**src/rtl/maze_pkg.sv**
```systemverilog
// Shared definitions for the maze room engine: side bit indices, named tile masks and FSM states.
package maze_pkg;

    // Open-side mask bit positions, mask = {up, right, down, left}
    localparam int unsigned UP    = 3;
    localparam int unsigned RIGHT = 2;
    localparam int unsigned DOWN  = 1;
    localparam int unsigned LEFT  = 0;

    localparam logic [3:0] CLOSED       = 4'b0000;
    localparam logic [3:0] VERT         = 4'b1010;
    localparam logic [3:0] HORIZ        = 4'b0101;
    localparam logic [3:0] CROSS        = 4'b1111;
    localparam logic [3:0] L_UP_RIGHT   = 4'b1100;
    localparam logic [3:0] L_RIGHT_DOWN = 4'b0110;
    localparam logic [3:0] L_DOWN_LEFT  = 4'b0011;
    localparam logic [3:0] L_LEFT_UP    = 4'b1001;
    localparam logic [3:0] T_NO_UP      = 4'b0111;
    localparam logic [3:0] T_NO_RIGHT   = 4'b1011;
    localparam logic [3:0] T_NO_DOWN    = 4'b1101;
    localparam logic [3:0] T_NO_LEFT    = 4'b1110;
    localparam logic [3:0] DEAD_UP      = 4'b1000;
    localparam logic [3:0] DEAD_RIGHT   = 4'b0100;
    localparam logic [3:0] DEAD_DOWN    = 4'b0010;
    localparam logic [3:0] DEAD_LEFT    = 4'b0001;

    typedef enum logic [1:0] {
        StIdle,
        StCheck,
        StResp
    } state_e;

endpackage

```
**src/rtl/maze_wall_test.sv**
```systemverilog
// Combinational box-versus-tile test: does the box [x, x+size) x [y, y+size) touch any wall region.
module maze_wall_test
    import maze_pkg::*;
#(
    parameter int H_ACT = 640,
    parameter int V_ACT = 480,
    parameter int WALL  = 100
) (
    input  logic signed [12:0] x,
    input  logic signed [12:0] y,
    input  logic        [10:0] size,
    input  logic        [3:0]  mask,
    output logic               wall
);

    localparam logic signed [12:0] WallLim  = 13'(WALL);
    localparam logic signed [12:0] RightLim = 13'(H_ACT - WALL);
    localparam logic signed [12:0] BotLim   = 13'(V_ACT - WALL);

    logic signed [12:0] x_end;
    logic signed [12:0] y_end;
    logic               in_l, in_r, in_u, in_d;

    // Bands are half-planes, so a box partly off-screen still meets the band it straddles
    always_comb begin
        x_end = x + $signed({2'b00, size});
        y_end = y + $signed({2'b00, size});
        in_l  = x < WallLim;
        in_r  = x_end > RightLim;
        in_u  = y < WallLim;
        in_d  = y_end > BotLim;
        wall  = ((in_l | in_r) & (in_u | in_d))
              | (in_l & ~mask[LEFT])
              | (in_r & ~mask[RIGHT])
              | (in_u & ~mask[UP])
              | (in_d & ~mask[DOWN]);
    end

endmodule

```
**src/rtl/maze_room_engine.sv**
```systemverilog
// Room/map engine: loadable tile map, 2-stage per-pixel wall flag and player move arbitration.
module maze_room_engine
    import maze_pkg::*;
#(
    parameter int MAP_W  = 3,
    parameter int MAP_H  = 3,
    parameter int WALL   = 100,
    parameter int PLAYER = 16,
    parameter int H_ACT  = 640,
    parameter int V_ACT  = 480,
    parameter int WRAP   = 0
) (
    input  logic               CLOCK_25,
    input  logic               reset,
    input  logic        [9:0]  pix_x,
    input  logic        [9:0]  pix_y,
    input  logic               pix_valid,
    output logic               wall_pix,
    output logic               wall_valid,
    input  logic               req_valid,
    output logic               req_ready,
    input  logic signed [10:0] req_x,
    input  logic signed [10:0] req_y,
    output logic               resp_valid,
    output logic               resp_accept,
    output logic        [9:0]  pos_x,
    output logic        [9:0]  pos_y,
    output logic        [3:0]  room_x,
    output logic        [3:0]  room_y,
    output logic               room_changed,
    input  logic               map_we,
    input  logic        [7:0]  map_addr,
    input  logic        [3:0]  map_data
);

    localparam logic [9:0]         PosXRst  = 10'(H_ACT / 2 - PLAYER / 2);
    localparam logic [9:0]         PosYRst  = 10'(V_ACT / 2 - PLAYER / 2);
    localparam logic [9:0]         PosXMax  = 10'(H_ACT - PLAYER);
    localparam logic [9:0]         PosYMax  = 10'(V_ACT - PLAYER);
    localparam logic signed [12:0] XLimit   = 13'(H_ACT - PLAYER);
    localparam logic signed [12:0] YLimit   = 13'(V_ACT - PLAYER);
    localparam logic [3:0]         LastCol  = 4'(MAP_W - 1);
    localparam logic [3:0]         LastRow  = 4'(MAP_H - 1);

    state_e state_q, state_d;

    logic [3:0] map_q [MAP_H][MAP_W];
    logic [3:0] cur_tile;

    logic [9:0] s1_x_q, s1_y_q;
    logic       s1_valid_q;
    logic [3:0] s1_tile_q;
    logic       pix_wall;
    logic       wall_pix_q, wall_valid_q;

    logic signed [10:0] req_x_q, req_x_d, req_y_q, req_y_d;
    logic [9:0]         pos_x_q, pos_x_d, pos_y_q, pos_y_d;
    logic [3:0]         room_x_q, room_x_d, room_y_q, room_y_d;
    logic               resp_accept_q, resp_accept_d;
    logic               room_changed_q, room_changed_d;

    logic signed [12:0] box_x, box_y;
    logic               box_wall;
    logic               cross_l, cross_r, cross_u, cross_d;
    logic               dec_accept, dec_changed;
    logic [9:0]         dec_pos_x, dec_pos_y;
    logic [3:0]         dec_room_x, dec_room_y;

    // Tile map
    always_comb begin
        cur_tile = CLOSED;
        for (int r = 0; r < MAP_H; r++) begin
            for (int c = 0; c < MAP_W; c++) begin
                if (room_y_q == r[3:0] && room_x_q == c[3:0]) begin
                    cur_tile = map_q[r][c];
                end
            end
        end
    end

    always_ff @(posedge CLOCK_25 or negedge reset) begin
        if (!reset) begin
            for (int r = 0; r < MAP_H; r++) begin
                for (int c = 0; c < MAP_W; c++) begin
                    map_q[r][c] <= CLOSED;
                end
            end
        end else if (map_we) begin
            for (int r = 0; r < MAP_H; r++) begin
                for (int c = 0; c < MAP_W; c++) begin
                    if (map_addr == {r[3:0], c[3:0]}) begin
                        map_q[r][c] <= map_data;
                    end
                end
            end
        end
    end

    // Pixel path
    maze_wall_test #(
        .H_ACT (H_ACT),
        .V_ACT (V_ACT),
        .WALL  (WALL)
    ) u_pix_test (
        .x    ({3'b000, s1_x_q}),
        .y    ({3'b000, s1_y_q}),
        .size (11'd1),
        .mask (s1_tile_q),
        .wall (pix_wall)
    );

    always_ff @(posedge CLOCK_25 or negedge reset) begin
        if (!reset) begin
            s1_x_q       <= '0;
            s1_y_q       <= '0;
            s1_valid_q   <= 1'b0;
            s1_tile_q    <= CLOSED;
            wall_pix_q   <= 1'b0;
            wall_valid_q <= 1'b0;
        end else begin
            s1_x_q       <= pix_x;
            s1_y_q       <= pix_y;
            s1_valid_q   <= pix_valid;
            s1_tile_q    <= cur_tile;
            wall_pix_q   <= s1_valid_q & pix_wall;
            wall_valid_q <= s1_valid_q;
        end
    end

    assign wall_pix   = wall_pix_q;
    assign wall_valid = wall_valid_q;

    // Move decision, evaluated on the captured request while in StCheck
    assign box_x = {{2{req_x_q[10]}}, req_x_q};
    assign box_y = {{2{req_y_q[10]}}, req_y_q};

    maze_wall_test #(
        .H_ACT (H_ACT),
        .V_ACT (V_ACT),
        .WALL  (WALL)
    ) u_box_test (
        .x    (box_x),
        .y    (box_y),
        .size (11'(PLAYER)),
        .mask (cur_tile),
        .wall (box_wall)
    );

    always_comb begin
        cross_l     = req_x_q[10];
        cross_r     = box_x > XLimit;
        cross_u     = req_y_q[10];
        cross_d     = box_y > YLimit;
        dec_accept  = 1'b0;
        dec_changed = 1'b0;
        dec_pos_x   = req_x_q[9:0];
        dec_pos_y   = req_y_q[9:0];
        dec_room_x  = room_x_q;
        dec_room_y  = room_y_q;
        if (box_wall) begin
            dec_accept = 1'b0;
        end else if (!(cross_l | cross_r | cross_u | cross_d)) begin
            dec_accept = 1'b1;
        end else if ((cross_l | cross_r) && (cross_u | cross_d)) begin
            dec_accept = 1'b0;
        end else begin
            dec_changed = 1'b1;
            if (cross_l) begin
                dec_pos_x = PosXMax;
                if (room_x_q != 4'd0) begin
                    dec_room_x = room_x_q - 4'd1;
                    dec_accept = 1'b1;
                end else if (WRAP != 0) begin
                    dec_room_x = LastCol;
                    dec_accept = 1'b1;
                end
            end else if (cross_r) begin
                dec_pos_x = '0;
                if (room_x_q != LastCol) begin
                    dec_room_x = room_x_q + 4'd1;
                    dec_accept = 1'b1;
                end else if (WRAP != 0) begin
                    dec_room_x = 4'd0;
                    dec_accept = 1'b1;
                end
            end else if (cross_u) begin
                dec_pos_y = PosYMax;
                if (room_y_q != 4'd0) begin
                    dec_room_y = room_y_q - 4'd1;
                    dec_accept = 1'b1;
                end else if (WRAP != 0) begin
                    dec_room_y = LastRow;
                    dec_accept = 1'b1;
                end
            end else begin
                dec_pos_y = '0;
                if (room_y_q != LastRow) begin
                    dec_room_y = room_y_q + 4'd1;
                    dec_accept = 1'b1;
                end else if (WRAP != 0) begin
                    dec_room_y = 4'd0;
                    dec_accept = 1'b1;
                end
            end
        end
    end

    // Request FSM
    always_ff @(posedge CLOCK_25 or negedge reset) begin
        if (!reset) begin
            state_q <= StIdle;
        end else begin
            state_q <= state_d;
        end
    end

    always_comb begin
        state_d        = state_q;
        req_ready      = 1'b0;
        resp_valid     = 1'b0;
        req_x_d        = req_x_q;
        req_y_d        = req_y_q;
        pos_x_d        = pos_x_q;
        pos_y_d        = pos_y_q;
        room_x_d       = room_x_q;
        room_y_d       = room_y_q;
        resp_accept_d  = 1'b0;
        room_changed_d = 1'b0;
        unique case (state_q)
            StIdle: begin
                req_ready = 1'b1;
                if (req_valid) begin
                    req_x_d = req_x;
                    req_y_d = req_y;
                    state_d = StCheck;
                end
            end
            StCheck: begin
                resp_accept_d  = dec_accept;
                room_changed_d = dec_accept & dec_changed;
                if (dec_accept) begin
                    pos_x_d  = dec_pos_x;
                    pos_y_d  = dec_pos_y;
                    room_x_d = dec_room_x;
                    room_y_d = dec_room_y;
                end
                state_d = StResp;
            end
            StResp: begin
                resp_valid = 1'b1;
                state_d    = StIdle;
            end
            default: state_d = StIdle;
        endcase
    end

    always_ff @(posedge CLOCK_25 or negedge reset) begin
        if (!reset) begin
            req_x_q        <= '0;
            req_y_q        <= '0;
            pos_x_q        <= PosXRst;
            pos_y_q        <= PosYRst;
            room_x_q       <= '0;
            room_y_q       <= '0;
            resp_accept_q  <= 1'b0;
            room_changed_q <= 1'b0;
        end else begin
            req_x_q        <= req_x_d;
            req_y_q        <= req_y_d;
            pos_x_q        <= pos_x_d;
            pos_y_q        <= pos_y_d;
            room_x_q       <= room_x_d;
            room_y_q       <= room_y_d;
            resp_accept_q  <= resp_accept_d;
            room_changed_q <= room_changed_d;
        end
    end

    assign resp_accept  = resp_accept_q;
    assign room_changed = room_changed_q;
    assign pos_x        = pos_x_q;
    assign pos_y        = pos_y_q;
    assign room_x       = room_x_q;
    assign room_y       = room_y_q;

endmodule
```
**config.mk**
```make
export PLATFORM = sky130hd
export DESIGN_NAME = maze_room_engine
export DESIGN_NICKNAME = d
export VERILOG_FILES = /design/src/rtl/maze_pkg.sv /design/src/rtl/maze_wall_test.sv /design/src/rtl/maze_room_engine.sv
export SDC_FILE = /design/constraint.sdc
export NUM_CORES = 1
export LEC_CHECK = 0
export BUFFER_PORTS_ARGS = -buffer_cell sky130_fd_sc_hd__buf_2
export CAP_MARGIN = 30
export CORE_AREA = 4 4 111 124
export DETAILED_ROUTE_END_ITERATION = 8
export DIE_AREA = 0 0 115 128
export PLACE_DENSITY = 0.77
export SLEW_MARGIN = 20
export SYNTH_ARGS = -nofsm -noshare
export SYNTH_HDL_FRONTEND = slang
export SYNTH_SLANG_ARGS = --single-unit
```
**constraint.sdc**
```tcl
create_clock -name CLOCK_25 -period 7 [get_ports CLOCK_25]
set_input_delay 1.05 -clock CLOCK_25 [delete_from_list [all_inputs] [get_ports CLOCK_25]]
set_output_delay 1.05 -clock CLOCK_25 [all_outputs]
set_load 0.005 [all_outputs]
```
* Word-level counts from Yosys, hierarchy flattened
Index checks and enable logic that the tools add are counted. Widths: inputs -> output; s select.
Operators by class: add/subtract/negate cells 8, order comparisons 10, eq/ne operators 19, muxes and demuxes 46, bitwise gates (word level) 40, reductions and logical operators 32
Operator list (count):
- $mux 10 | 10
- $mux 4 | 16
- $gt 13x10->1 const B | 2
- $gt 13x11->1 const B | 2
- $add 11x6->12 const B | 2
- $eq 8x5->1 const B | 3
- $eq 8x6->1 const B | 3
- $add 10x1->11 const B | 2
- $lt 11x8->1 const B | 2
- $reduce_and 2->1 | 11
- $lt 10x7->1 const B | 2
- $mux 1 | 17
- $or 1x1->1 | 16
- $and 1x1->1 | 12
- $not 1->1 | 12
- $gt 11x10->1 const B | 1
- $gt 11x11->1 const B | 1
- $logic_and 1x1->1 | 10
- $mux 9 | 1
- $reduce_and 9->1 | 1
- $add 4x1->4 const B | 2
- $eq 4x1->1 const B | 2
- $eq 4x2->1 const B | 2
- $eq 8x1->1 const B | 1
- 15 further kinds | 22
Word-level totals: register bits 117, bits of input ports 59, word-level logic and storage cells 179

* Logic depth before layout (Yosys ltp)
depth in word-level cells 20, gate-level depth with buffers 12

* Modules after synthesis
Synthesis repeated with hierarchy kept, for this count alone.
Unflattened totals: cells, all modules 761, area total of the unflattened synthesis 7642.3 µm²
Modules (own cells, without submodules):
- maze_room_engine | instances 1, cells each 420, area an instance 5139.9 µm², seq. area each 2937.8 µm²
- maze_wall_test at u_pix_test | instances 1, cells each 172, area an instance 1287.5 µm², seq. area each 0.0 µm²
- maze_wall_test at u_box_test | instances 1, cells each 169, area an instance 1214.9 µm², seq. area each 0.0 µm²

* Worst setup path before layout
No wires, ideal clock.
path kind reg-to-reg, start point register room_y_q[1], in the netlist room_y[1], end point register room_y_q[3], in the netlist room_y[3], data arrival time 2.694 ns, setup slack 4.168 ns, stages on the path, launching flop included 13, period minus slack after synthesis 2.832 ns, cell sequence dfrtp_1 -> inv_1 -> ha_1 -> or4b_1 -> buf_2 -> nor2_2 -> or4_1 -> o211ai_1 -> nor2_1 -> o32ai_4 -> buf_2 -> nor3_1 -> xor2_1
On the way: word-level cells in the longest chain between the ends 19, elaborated cells between the ends (all ways) 52
RTL lines:
- start: declaration | RTL line maze_room_engine.sv:58 | logic [3:0] room_x_q, room_x_d, room_y_q, room_y_d;
- start signal: assignment | RTL line maze_room_engine.sv:273 | room_y_q <= room_y_d;
- $logic_not 4->1 | RTL line maze_room_engine.sv:74 | if (room_y_q == r[3:0] && room_x_q == c[3:0]) begin
- $logic_and 1x1->1 | RTL line maze_room_engine.sv:74
- $mux 4 (9 in series) | RTL line maze_room_engine.sv:74
- $not 1->1 | RTL line maze_wall_test.sv:33 | | (in_l & ~mask[LEFT])
- $and 1x1->1 | RTL line maze_wall_test.sv:33
- $or 1x1->1 | RTL line maze_wall_test.sv:33
- $or 1x1->1 | RTL line maze_wall_test.sv:34 | | (in_r & ~mask[RIGHT])
- $or 1x1->1 | RTL line maze_wall_test.sv:35 | | (in_u & ~mask[UP])
- $or 1x1->1 | RTL line maze_wall_test.sv:36 | | (in_d & ~mask[DOWN]);
- $mux 1 or $not 1->1 (tied branches)
- $reduce_and 9->1 (no source line)
Several ways; a longest one is shown, not always the timed one. The select of a mux whose other input is x is not followed. A chain may end at the register's enable or synchronous reset.

* Worst setup path in the final report
start point register room_x_q[1], in the netlist room_x[1], end point register pos_x_q[4], in the netlist pos_x[4]
On the way: word-level cells in the longest chain between the ends 19, elaborated cells between the ends (all ways) 44
RTL lines:
- start: declaration | RTL line maze_room_engine.sv:58
- start signal: assignment | RTL line maze_room_engine.sv:272 | room_x_q <= room_x_d;
- $logic_not 4->1 | RTL line maze_room_engine.sv:74
- $logic_and 1x1->1 | RTL line maze_room_engine.sv:74
- $mux 4 (8 in series) | RTL line maze_room_engine.sv:74
- $mux 4 * | RTL line maze_room_engine.sv:74
- net cur_tile[0] | RTL line maze_room_engine.sv:48 | logic [3:0] cur_tile;
- $not 1->1 * | RTL line maze_wall_test.sv:33
- $and 1x1->1 * | RTL line maze_wall_test.sv:33
- $or 1x1->1 * | RTL line maze_wall_test.sv:33
- $or 1x1->1 * | RTL line maze_wall_test.sv:34
- $or 1x1->1 * | RTL line maze_wall_test.sv:35
- $or 1x1->1 * | RTL line maze_wall_test.sv:36
- $mux 1 | RTL line maze_room_engine.sv:160 | if (box_wall) begin
- $reduce_and 2->1 (no source line)
- end signal: assignment | RTL line maze_room_engine.sv:261 | pos_x_q <= PosXRst;
- end signal: assignment | RTL line maze_room_engine.sv:270 | pos_x_q <= pos_x_d;
- end: declaration | RTL line maze_room_engine.sv:57 | logic [9:0] pos_x_q, pos_x_d, pos_y_q, pos_y_d;
Mark *: on every way through the listed nets, which the timed path passes. The rest lies on a longest branch.

==> metrics.md <==
| Metric | Value |
|---|---|
| Status | finished clean |
| Total Wirelength | ~14 mm |
| Area grow syn2layout | 18.2% |
| Flops & latches, synth | approximately 110 |
| Final non-filler cell total | 772 |
| Initial antenna violation count | 0 |
| Worst R2R Path Depth | 10 |
| Starting density of the core | 0.462 |
| Main flop type after synthesis | dfrtp_1 |
| Slew @ Worst Pin | approximately 0.94 ns |
| Hold endpoint | wall_valid |
| Post-DRT Antenna Nets | 0 |
| RSZ-0062 raised after global routing | false |
| Post-synth EDFFs | 0 |
| Crit path kind | register to register |
| Register area | ~2800 um^2 |
| Crit path max fanout | 36 |
| Wire per inst | 17.9 um |
| Post-CTS Setup Bufs | 0 |
| M2 GR Usage | 0.303 |
| RR Startpoint | room_x[1] |
| CTS Hold Bufs | 0 |
| Die Y | 128 um |
| H-tree levels | 4 |
| FF-to-FF End | pos_x[4] |
| Pwr Density | about 300 nW/um^2 |
| Post-route clock period utilization | 0.546 |
| Worst Hold Depth | 0 |
| Critical path endpoint category | register |
| Tightest Hold Check Type | register to register |
| Worst vdd ir | approximately 0.2 mV |
| Cell area after synthesis | 5770 um^2 |
| Syn_nets | between 500 and 600 |
| Fillers | about 1100 |
| Area of the multi-input gates | around 2700 um^2 |
| YS warnings | 0 |
| Iter 0 DRT Violations | 296 |
| Max_slew headroom | 0.372 |
| Clock sink total | 113 |
| Period minus WS final | roughly 3.8 ns |
| Critical Path RT | between 7 and 8 ns |
| Avg Cell Area, Syn | 11.1 um^2 |
| # rows | between 40 and 50 |
| Layout Skew | around 0.014 ns |
| Placed Cells | 742 |
| Pre-antenna DRT Iters | 5 |
| Fraction of layout cells with a size suffix above 1 | 0.327 |
| Instance count of the mapped netlist | 520 |
| Slack of the worst reg-to-reg path | ~3.2 ns |
| Async S/R FF share, synth | 1.00 |
| P_leak | ~3.1 nW |
| Global route overflow | 0 |
| Top Ports | between 90 and 100 |
| Die X | 115 um |
| Sequential area share after synthesis | 0.492 |
| Met3 usage | 0.0614 |
| Total GRT Usage | 0.193 |
| Max Slew Vio Count | 0 |
| Root buf cell | clkbuf_16 |
| Clk buf depth | 2 |
| Max Clock Freq | roughly 260 MHz |
| Data arrival time of the worst path | ~4.1 ns |
| First-pass GRT wire length | approximately 22 mm |
| Post-DR vias/cell | about 5.8 |
| Commonest non-fill, non-tap cell in the layout | dfrtp_1 |
| Final setup violation count | 0 |
| Final hold viol count | 0 |
| ANT cells | 0 |
| Full die area | 14700 um^2 |
| DRC violation count after routing | 0 |
| CP startpoint kind | register |
| Clock latency on the worst-skew pair | 0.42 ns |
| GPL Wtd Cong | around 0.90 |
| MaxCap Viol Count | 0 |
| Post-cts sizing count | 0 |
| TritonCTS clock tree | yes |
| Most frequent cells in the layout | 105 x dfrtp_1, 87 x buf_2, 53 x mux2_2 |
| HPWL Detailed | roughly 9.7 mm |
| Largest net degree at the start of global routing | 65 |
| Hold Path Origin | s1_valid_q |
| Layout Nets | around 680 |
| Core Footprint | about 12000 um^2 |
| Setup TNS | 0 ns |
| Buffers on Ports | 88 |
| Met1 usage | 0.253 |
| GR peak layer | met2 |
| CTS Buf Count | 17 |
| Yosys cell types | 75 |
| Vias in the first global route | 4354 |
| Vias post-DR | 4461 |
| Reg clk slew, reported paths | ~0.050 ns |
[sequential cells by signal (all words and copies together) (netlist names)]
signal        cells
map_q            36
pos_x            10
pos_y            10
req_x_q          11
req_y_q          11
resp_accept       1
room_changed      1
room_x            4
room_y            4
s1_tile_q         4
s1_valid_q        1
s1_x_q            8
s1_y_q            8
state_q           2
wall_pix          1
wall_valid        1
[cell type report]
class                      instances  share of cell area
sequential                       113               0.416
multi-input combinational        363               0.401
timing repair buffer              91              0.0694
clock buffer                      24              0.0692
inverter                          18             0.00991
tap                              157              0.0288
clock inverter                     6             0.00514
[synth_stat cells, drive strengths merged, types with 4 or more instances]
cell type    n  area share
nor3b        5      0.0065
nor2        26       0.021
a31oi        6      0.0065
o21ai       24       0.021
and3         5      0.0054
a21oi       19       0.016
xnor2        5      0.0076
nor2b        5      0.0054
nor4         6      0.0087
o311ai       4      0.0061
dfrtp      105        0.46
ha          13       0.028
nor4b        7       0.013
nand2b       5      0.0054
o31ai       16       0.021
nand3       11      0.0095
buf         12       0.013
and2         4      0.0043
mux2        53        0.10
inv         18       0.012
a211oi       7       0.011
clkbuf      14      0.0093
mux2i       12       0.021
nand3b       5      0.0065
o22ai        5      0.0076
nor3        19       0.016
dfstp        8       0.036
o211ai       4      0.0076
nand2       43       0.028
xor2         5      0.0076
o21a         4      0.0052
[worst max-delay path: stages (launching register included)]
cell and delay [ns]:
dfrtp_1 0.45, inv_1 0.17, ha_1 0.54, nand3b_1 0.18, a2111oi_0 0.11, or4_1 0.56, o211ai_1 0.30, nand2_1 0.20
o211ai_4 0.80, o21ai_0 0.26, o31ai_1 0.14
[per-stage QoR]
stage / util / setup slack [ns] / cell area [um^2] / hold slack [ns] / power, mW
final: 0.546 / 3.18 / 6820 / 0.375 / 2.02
after global routing: 0.546 / 2.91 / 6820 / 0.388 / 2.13
after CTS: 0.546 / 3.21 / 6820 / 0.378 / 2.03
after detailed placement: 0.505 / 3.27 / 6310 / 0.367 / 1.28
after global placement: 0.504 / 3.31 / 6290 / 0.367 / 1.26
after floorplan: - / 4.17 / 5770 / 0.354 / 1.13
[logic make-up (layout without fill, tap and decap cells)]
logic type               after synthesis  count (layout)  share of synthesized area
flip-flops                           113             113                      0.492
AND/OR/NAND/NOR                      155             155                      0.151
adder cells (fa/ha/maj)               13              13                     0.0282
multiplexers                          65              65                      0.124
XOR/XNOR                              10              10                     0.0152
buffers and inverters                 44             139                     0.0338
AO/OA/AOI/OAI                        120             120                      0.155
[layer usage]
| metal | up-vias | routed length (um) |
|---|---|---|
| met5 | - | 0 |
| met1 | 2180 | 6020 |
| li1 | 2091 | - |
| met2 | 169 | 6660 |
| met4 | 0 | 206 |
| met3 | 21 | 898 |
[where the power goes]
part | switching (mW) | internal (mW)
logic | 0.236 | 0.193
clock network | 0.280 | 0.462
registers | 0.106 | 0.745
total | 0.621 | 1.40
[worst max-delay path by stage]
stage | startpoint | end | slack, ns | depth (start not counted)
after CTS | room_x[1] | pos_x[4] | 3.21 | 10
after global routing | room_x[1] | pos_y[1] | 2.91 | 10
after global placement | room_x[1] | room_y[3] | 3.31 | 10
after floorplan | room_y[1] | room_y[3] | 4.17 | 12
final | room_x[1] | pos_x[4] | 3.18 | 10
after detailed placement | room_x[1] | room_y[3] | 3.27 | 10
Power figures use the tool's default switching activity.
